## src/rtl/cpu_types_pkg.sv

```systemverilog
// Shared types for the fetch/request stage: next-PC select encoding, FSM states
// and the sequential PC increment.
package cpu_types_pkg;

  typedef enum logic [2:0] {
    PC_SEQ = 3'd0,
    PC_BR  = 3'd1,
    PC_J   = 3'd2,
    PC_JR  = 3'd3
  } pcsrc_t;

  typedef enum logic [1:0] {
    FETCH = 2'd0,
    EXEC  = 2'd1,
    MEM   = 2'd2,
    HALT  = 2'd3
  } fetch_state_t;

  localparam logic [31:0] PC_STEP = 32'd4;

endpackage

```

## src/rtl/next_pc_gen.sv

```systemverilog
// Combinational next-PC selection: sequential, branch, jump or jump-register.
// Unused select codes fall back to the sequential address.
module next_pc_gen
  import cpu_types_pkg::*;
(
  input  logic [31:0] pc_i,
  input  logic [2:0]  pcsrc_i,
  input  logic [15:0] imm_i,
  input  logic [25:0] imm26_i,
  input  logic [31:0] rs_data_i,
  output logic [31:0] next_pc_o
);

  logic [31:0] pc4;
  logic [31:0] br_off;

  always_comb begin
    pc4    = pc_i + PC_STEP;
    br_off = {{14{imm_i[15]}}, imm_i, 2'b00};
    case (pcsrc_i)
      PC_BR:   next_pc_o = pc4 + br_off;
      PC_J:    next_pc_o = {pc4[31:28], imm26_i, 2'b00};
      PC_JR:   next_pc_o = rs_data_i;
      default: next_pc_o = pc4;
    endcase
  end

endmodule

```

## src/rtl/request_fetch_unit.sv

```systemverilog
// Fetch/request stage around the single-cycle control unit: owns PC and
// instruction register, sequences imem/dmem requests and keeps perf counters.
module request_fetch_unit
  import cpu_types_pkg::*;
#(
  parameter logic [31:0] PC_INIT = 32'h0000_0000,
  parameter int          CNT_W   = 32
) (
  input  logic             CLK,
  input  logic             RST,
  input  logic             ihit,
  input  logic [31:0]      iload,
  input  logic             dhit,
  input  logic             dREN,
  input  logic             dWEN,
  input  logic             halt,
  input  logic [2:0]       PCSrc,
  input  logic [15:0]      immediate,
  input  logic [25:0]      immediate26,
  input  logic [31:0]      rs_data,
  output logic             imemREN,
  output logic [31:0]      imemaddr,
  output logic             dmemREN,
  output logic             dmemWEN,
  output logic [31:0]      instruction,
  output logic [31:0]      pc,
  output logic             pc_en,
  output logic             halted,
  output logic [CNT_W-1:0] retired_cnt,
  output logic [CNT_W-1:0] stall_cnt
);

  localparam logic [CNT_W-1:0] CNT_ONE = {{(CNT_W-1){1'b0}}, 1'b1};

  fetch_state_t     state_q, state_d;
  logic [31:0]      pc_q, pc_d;
  logic [31:0]      instr_q, instr_d;
  logic [CNT_W-1:0] retired_q, retired_d;
  logic [CNT_W-1:0] stall_q, stall_d;
  logic [31:0]      next_pc;

  next_pc_gen u_next_pc_gen (
    .pc_i      (pc_q),
    .pcsrc_i   (PCSrc),
    .imm_i     (immediate),
    .imm26_i   (immediate26),
    .rs_data_i (rs_data),
    .next_pc_o (next_pc)
  );

  always_ff @(posedge CLK) begin
    if (RST) begin
      state_q   <= FETCH;
      pc_q      <= PC_INIT;
      instr_q   <= 32'h0;
      retired_q <= '0;
      stall_q   <= '0;
    end else begin
      state_q   <= state_d;
      pc_q      <= pc_d;
      instr_q   <= instr_d;
      retired_q <= retired_d;
      stall_q   <= stall_d;
    end
  end

  always_comb begin
    state_d   = state_q;
    pc_d      = pc_q;
    instr_d   = instr_q;
    retired_d = retired_q;
    stall_d   = stall_q;
    imemREN   = 1'b0;
    dmemREN   = 1'b0;
    dmemWEN   = 1'b0;
    pc_en     = 1'b0;
    halted    = 1'b0;
    case (state_q)
      FETCH: begin
        imemREN = 1'b1;
        if (ihit) begin
          instr_d = iload;
          state_d = EXEC;
        end else begin
          stall_d = stall_q + CNT_ONE;
        end
      end
      EXEC: begin
        // HALT wins over any memory access decoded alongside it
        if (halt) begin
          state_d = HALT;
        end else if (dREN || dWEN) begin
          state_d = MEM;
        end else begin
          pc_d      = next_pc;
          pc_en     = 1'b1;
          retired_d = retired_q + CNT_ONE;
          state_d   = FETCH;
        end
      end
      MEM: begin
        dmemWEN = dWEN;
        dmemREN = dREN && !dWEN;
        if (dhit) begin
          pc_d      = next_pc;
          pc_en     = 1'b1;
          retired_d = retired_q + CNT_ONE;
          state_d   = FETCH;
        end else begin
          stall_d = stall_q + CNT_ONE;
        end
      end
      HALT: begin
        halted = 1'b1;
      end
      default: state_d = FETCH;
    endcase
  end

  assign imemaddr    = pc_q;
  assign pc          = pc_q;
  assign instruction = instr_q;
  assign retired_cnt = retired_q;
  assign stall_cnt   = stall_q;

endmodule

```

## config.mk

```make
export PLATFORM = sky130hd
export DESIGN_NAME = request_fetch_unit
export DESIGN_NICKNAME = d
export VERILOG_FILES = /design/src/rtl/cpu_types_pkg.sv /design/src/rtl/next_pc_gen.sv /design/src/rtl/request_fetch_unit.sv
export SDC_FILE = /design/constraint.sdc
export NUM_CORES = 1
export LEC_CHECK = 0
export CAP_MARGIN = 25
export CORE_MARGIN = 3
export CORE_UTILIZATION = 45
export DETAILED_ROUTE_END_ITERATION = 10
export GPL_ROUTABILITY_DRIVEN = 0
export GPL_TIMING_DRIVEN = 0
export PLACE_DENSITY = 0.78
export SLEW_MARGIN = 10
export SYNTH_ARGS = -nofsm -noshare
export SYNTH_HDL_FRONTEND = slang
export SYNTH_SLANG_ARGS = --single-unit
```

## constraint.sdc

```tcl
create_clock -name CLK -period 4.35 [get_ports CLK]
set_clock_uncertainty 0.15 [all_clocks]
set_input_delay 0.435 -clock CLK [delete_from_list [all_inputs] [get_ports CLK]]
set_output_delay 0.435 -clock CLK [all_outputs]
set_load 0.05 [all_outputs]
```

==> key figures, run 1 <==
Clocking
  – Clk sinks: 130
  – Clk slew on worst S/H paths: 0.06 ns
  – Bufs on Longest Clock Path: 2
  – CTS tree: done
  – CTS root buffer: clkbuf_16
  – CTS Buf Count: 17
  – Htree depth: 4
  – Hold Buf Count CTS: 0
  – Later-pin clock latency in the skew report: 0.43 ns

Synth
  – Post-synthesis sequential area ratio: a little under a third
  – Synthesized cell area: 8310 um2
  – FF+latch count, synth: 130
  – Ys Warns: 0
  – Count of cell types in the netlist: between 60 and 70
  – Number of flops mapped to enable cells by yosys: 0
  – Top FF cell, synth: dfxtp_1
  – Synthesized instance count: 1074
  – Async SR Flop Fraction: 0%
  – Syn Area/Cell: about 7.7 um2
  – Syn Nets: 1233

Global routing
  – Initial antenna violation count: 0
  – Largest net degree at the start of global routing: 19
  – Grt total ovfl: 0
  – Vias in the first global route: 8278
  – First-pass GRT wire length: 44.5 mm
  – Gr usage total: 27.7%

Placed design
  – IO Port Bufs: 279
  – Dpl hpwl: approximately 22 mm
  – Placed insts: 1582
  – Area after DPL: approximately 11000 um2
  – Pre-CTS WS: between 0.1 and 0.15 ns

Die
  – Num rows: 49
  – Core area: 18000 um2
  – Initial core utilization: around 46%
  – Die Ht: 142 um
  – Die ar.: 20100 um2
  – Top Ports: 281
  – Die Width: roughly 140 um

Critical path
  – Worst R2R Setup Slack: about 0.24 ns
  – Worst Path Arrival: 4.31 ns
  – Setup crit start kind: flop
  – Worst r2r src: imemaddr[8]
  – Sequence of cells on the critical path: nand4_1, nor3_4, and3_1, buf_2, nand3_1, xnor2_1, ha_1, clkbuf_1, nand2_1, o21ai_0, a21o_1, a21oi_1, o21ai_0, o21ba_1, a211o_1, o22ai_1
  – Reg2reg end: imemaddr[31]
  – CP startpoint: imemaddr[8]
  – CP required: 4.55 ns
  – CP endpoint kind: flop
  – Slowest-stage cell, CP: dfxtp_1
  – Slowest stage delay, CP: 0.49 ns
  – Most used cell, CP: o21ai_0
  – Worst Setup EP: imemaddr[31]
  – WS Path Type: reg2reg
  – R2R cell count: 16
  – Peak fanout along the critical path: 10

Detailed routing
  – DRT Pass-1 Iters: 6
  – WL met3: 2.54 mm
  – DRC: 0
  – Antenna Nets Post-Route: 0
  – Total length of routed wires: 29.2 mm
  – Detail Route met2 WL: 13.2 mm
  – Vias: 8998
  – Uppermost layer routed: met4
  – Wirelength per Cell: 18.1 um
  – Drt initial violations: 888
  – M1 WL: 12.5 mm
  – Vias/cell: 5.57

Cells and area
  – Non-Filler Instances: ~1600
  – Final Core Density: about two thirds
  – Final nets: 1531
  – Layout cells sized above 1: 6.50%
  – Synth-to-layout area growth: 44.7%
  – Final non-filler cell area: 12000 um2
  – Commonest non-fill, non-tap cell in the layout: clkdlybuf4s50_1
  – Commonest cells after routing, fill and taps aside: clkdlybuf4s50_1 (279), nand2_1 (148), dfxtp_1 (128), nor2_1 (125), a21oi_1 (88)

Timing
  – Slew of the pin with the lowest slew margin: about 1.0 ns
  – Minimum clock period: 4.11 ns
  – Final worst setup slack: about 0.24 ns
  – Slew HR: between 30% and 40%
  – Max-slew violations: 0
  – Final worst path period share: a little over nine tenths
  – RSZ-0062 raised after global routing: no
  – Setup TNS: 0 ns
  – Fmax: roughly 0.24 GHz
  – Final setup vio count: 0
  – Final Hold Viols: 0

Pwr
  – Combinational power share: a little over a quarter
  – Sw power: 1.26 mW
  – Pwr dens: 313 nW/um2
  – Switching Share: approximately 34%
  – Sequential share of power: 34.5%
  – Maximum vdd ir drop: 0.000280 V
  – Clk pwr share: 39.3%
  – Leak: 4.77 nW
  – Internal power: 2.51 mW

Outcome
  – Status: finished clean

Job
  – MaxCap Viol Count: 0

Min path
  – Worst hold path type: reg2reg
==> state kept, by name, indices dropped and copies added (netlist names) <==
| signal | cells |
|---|---|
| imemaddr | 32 |
| instruction | 32 |
| retired_cnt | 32 |
| stall_cnt | 32 |
| state_q | 2 |
==> kinds of logic after synthesis <==
group	Yosys count	share of synthesized area [%]
adders and majority gates	43	6.56
and+or+nand+nor	438	24.5
buffers and inverters	108	6.44
xor gates and xnor gates	108	11.4
AOI/OAI and AO/OA	225	17.1
muxes	22	2.72
DFF	130	31.3
==> synthesized netlist by cell type, drive strengths merged, types with 2 or more instances <==
library cell    n  area share [%]
mux2            5            0.68
o21a            3            0.27
dfxtp         130              31
a22oi           3            0.27
or3             3            0.23
a21boi          2            0.18
nand2b         10            0.75
mux2i          17             2.0
a31oi          15             1.1
and4           11             1.2
nor2          125             5.6
o211ai          2            0.18
a21oi          89             5.5
a311o           2            0.24
and2           10            0.75
buf            39             3.3
a311oi          3            0.32
o22ai           3            0.23
a221oi          8            0.84
nor3           21             1.5
a211oi          9            0.87
o41ai           2            0.30
nor2b           8            0.60
clkbuf         52             2.3
o221ai          2            0.21
ha             42             6.3
nand3b          2            0.18
nand4          25             1.9
o21ai          48             2.9
nand2         148             6.7
o31ai           2            0.18
a21o           15             1.4
xor2           69             7.3
a211o           3            0.32
and3           24             1.8
xnor2          39             4.1
a41oi           2            0.21
nand3          46             2.8
inv            17            0.77
o311ai          3            0.41
==> timing repair <==
action	CTS	global route
gates resized for setup	0	5
endpoints found under the setup margin	0	9
setup buffers	0	2
==> power groups by stage <==
stage | registers, mW | clock network, mW | logic (mW)
2_1_floorplan | 1.48 | 0 | 0.449
3_3_place_gp | 1.32 | 0 | 0.963
3_5_place_dp | 1.32 | 0 | 0.973
4_1_cts | 1.30 | 1.50 | 0.979
5_1_grt | 1.31 | 1.55 | 1.06
6_report | 1.30 | 1.48 | 0.987
==> worst max-delay path, delay by kind of cell, from the launching register on <==
family / cells / cell delay [ns]
fa+ha+maj: 1 / 0.28
compound gates: 7 / 1.37
buf+inv: 2 / 0.51
xor+xnor: 1 / 0.17
simple gates: 5 / 1.07
flops: 1 / 0.49
==> per-stage QoR <==
step                      total power, mW  hold slack (ns)
after detailed placement             2.30            0.295
after floorplan                      1.93            0.373
after global routing                 3.91            0.318
after CTS                            3.77            0.304
final                                3.77            0.301
after global placement               2.28            0.292
==> routing by layer <==
layer	track usage, %	up-vias
met2	43.0	439
met4	10.9	0
met1	37.7	4168
li1	-	4321
met3	5.83	70
met5	0	-
==> worst min-delay path by stage <==
stage / cells after the start / from / to
CTS: 2 / instruction[8] / instruction[8]
global route: 2 / instruction[11] / instruction[11]
detailed placement: 2 / instruction[8] / instruction[8]
global placement: 2 / instruction[26] / instruction[26]
floorplan: 2 / state_q[0] / state_q[0]
finish: 2 / instruction[30] / instruction[30]
==> cell type report <==
class                      count  area [um2]
multi-input combinational    836        5180
clock buffer                  18         439
timing repair buffer         281        2810
clock inverter                14         169
tap                          229         287
inverter                      17        63.8
buffer                        89         464
fill                        1556        6000
antenna                        1        2.50
sequential                   130        2610
Power figures use the tool's default switching activity.
==> run 2: changes to the inputs <==
- CORE_MARGIN: 3 -> 8
- CORE_UTILIZATION: 45 -> 30
- PLACE_DENSITY: 0.78 -> 0.68
==> run 2 against run 1 <==
  * Combinational power rose by 0.7%
  * Register-to-register slack improved by 0.04 ns
  * Global-route usage fell by 9.4 points
  * Power rose by 1.5%
  * Utilization fell by 22 points
  * Final cell count rose by 9.4%
  * Sequential power barely moved
  * Critical path type unchanged
  * Largest power group unchanged
==> key figures, run 2 (synthesized netlist as in run 1, its figures left out) <==
Global routing
  – Largest net degree at the start of global routing: 19
  – Initial antenna violation count: 0
  – Vias in the first global route: 8684
  – Grt total ovfl: 0
  – Gr usage total: 18.3%
  – First-pass GRT wire length: 48.1 mm

Cells and area
  – Layout cells sized above 1: 6.70%
  – Final nets: roughly 1500
  – Commonest cells after routing, fill and taps aside: clkdlybuf4s50_1 (279), nand2_1 (148), dfxtp_1 (126), nor2_1 (125), a21oi_1 (87)
  – Final Core Density: 44.5%
  – Sequential Area: 2610 um2
  – Final non-filler cell area: 12300 um2
  – Antenna diodes: 0
  – Footprint of the multi-input gates: 5190 um2
  – Commonest non-fill, non-tap cell in the layout: clkdlybuf4s50_1
  – Synth-to-layout area growth: 47.5%
  – Fill cell count: ~2800

Pwr
  – Sw power: 1.27 mW
  – Maximum vdd ir drop: about 0.00026 V
  – Leak: 4.77 nW
  – Sequential share of power: between 30% and 40%
  – Clk pwr share: 40.0%
  – Switching Share: between 30% and 40%
  – Internal power: between 2 and 3 mW
  – Combinational power share: between 20% and 30%
  – Pwr dens: 312 nW/um2

Detailed routing
  – Total length of routed wires: between 30 and 40 mm
  – DRC: 0
  – Vias: between 8000 and 9000
  – Wirelength per Cell: 17.8 um
  – DRT Pass-1 Iters: 5
  – Vias/cell: a little over 5
  – Antenna Nets Post-Route: 0
  – Drt initial violations: 586

Placed design
  – Dpl hpwl: roughly 24 mm
  – Area after DPL: 11600 um2
  – IO Port Bufs: 279

Die
  – Top Ports: 281
  – Num rows: 61
  – Die ar.: 33300 um2
  – Die Ht: 182 um
  – Initial core utilization: 30.2%
  – Die Width: ~180 um
  – Core area: 27600 um2

Clocking
  – Later-pin clock latency in the skew report: about 0.42 ns
  – Bufs on Longest Clock Path: 2
  – CTS root buffer: clkbuf_16
  – Hold Buf Count CTS: 0
  – Clk sinks: 130
  – Htree depth: 4
  – CTS Buf Count: 17
  – CTS tree: done
  – Clk slew on worst S/H paths: 0.06 ns

Timing
  – Max-slew violations: 0
  – Final worst path period share: 93.4%
  – Minimum clock period: a little over 4 ns
  – Final setup vio count: 0
  – Fmax: 0.246 GHz
  – Slew of the pin with the lowest slew margin: ~0.95 ns
  – Slew HR: a little under two fifths
  – RSZ-0062 raised after global routing: no
  – Setup TNS: 0 ns
  – Final Hold Viols: 0
  – Hold_ws: 0.301 ns

Critical path
  – Worst r2r src: imemaddr[7]
  – Peak fanout along the critical path: 8
  – Setup crit start kind: flop
  – CP endpoint kind: flop
  – CP required: 4.55 ns
  – CP startpoint: imemaddr[7]
  – WS Path Type: reg2reg
  – Worst Path Arrival: approximately 4.3 ns

Min path
  – Worst hold path type: reg2reg
  – Beginning of the worst hold path: instruction[8]

Job
  – MaxCap Viol Count: 0

Outcome
  – Status: finished clean
[run 2: final timing paths]
path	endpoint	slack (ns)	cells after the start
max	imemaddr[28]	0.29	15
min	instruction[8]	0.30	2
max reg2reg	imemaddr[28]	0.29	15
min reg2reg	instruction[8]	0.30	2
[run 2: power by group through the flow]
stage,Sequential [mW],Combinational (mW),Clock [mW]
final,1.30,0.994,1.53
after global routing,1.31,1.06,1.61
after CTS,1.30,0.990,1.56
after detailed placement,1.32,0.984,0
after global placement,1.32,0.973,0
after floorplan,1.48,0.449,0
[run 2: through the flow]
step	total power, mW	worst slack (ns)	cells
after floorplan	1.93	0.357	1074
after global placement	2.29	-0.0713	1731
after detailed placement	2.31	-0.0647	1731
after CTS	3.85	0.0367	1763
after global routing	3.98	0.00976	1767
final	3.82	0.289	1767
[run 2: what timing repair did]
item,4_1_cts,5_1_grt
setup endpoints to repair,3,7
buffers inserted,0,4
resized for setup,1,7
pin swaps,0,3
[run 2: layout make-up]
cell class	instances	area share [%]
buffer	91	3.85
clock buffer	19	3.61
clock inverter	13	1.43
inverter	17	0.521
multi-input combinational	836	42.3
sequential	130	21.3
tap	378	3.86
timing repair buffer	283	23.1
[run 2: layer usage]
layer	track usage (%)	vias to the layer above	wire length [um]
met2	29.9	408	14500
met3	3.98	75	2350
met1	22.9	4151	13600
li1	-	4321	-
met4	7.97	0	1100
met5	0	-	0
[run 2: critical path, cell delays in order, from the launching register on]
cell	delay, ns
dfxtp_1	0.48
nand4_1	0.13
buf_4	0.17
nor3_4	0.16
buf_4	0.18
and2_1	0.13
clkbuf_1	0.25
xor2_1	0.12
ha_1	0.40
nand4_1	0.14
a211oi_1	0.56
a31oi_2	0.26
nor4_1	0.38
a311oi_1	0.13
xor2_1	0.19
a21oi_1	0.16
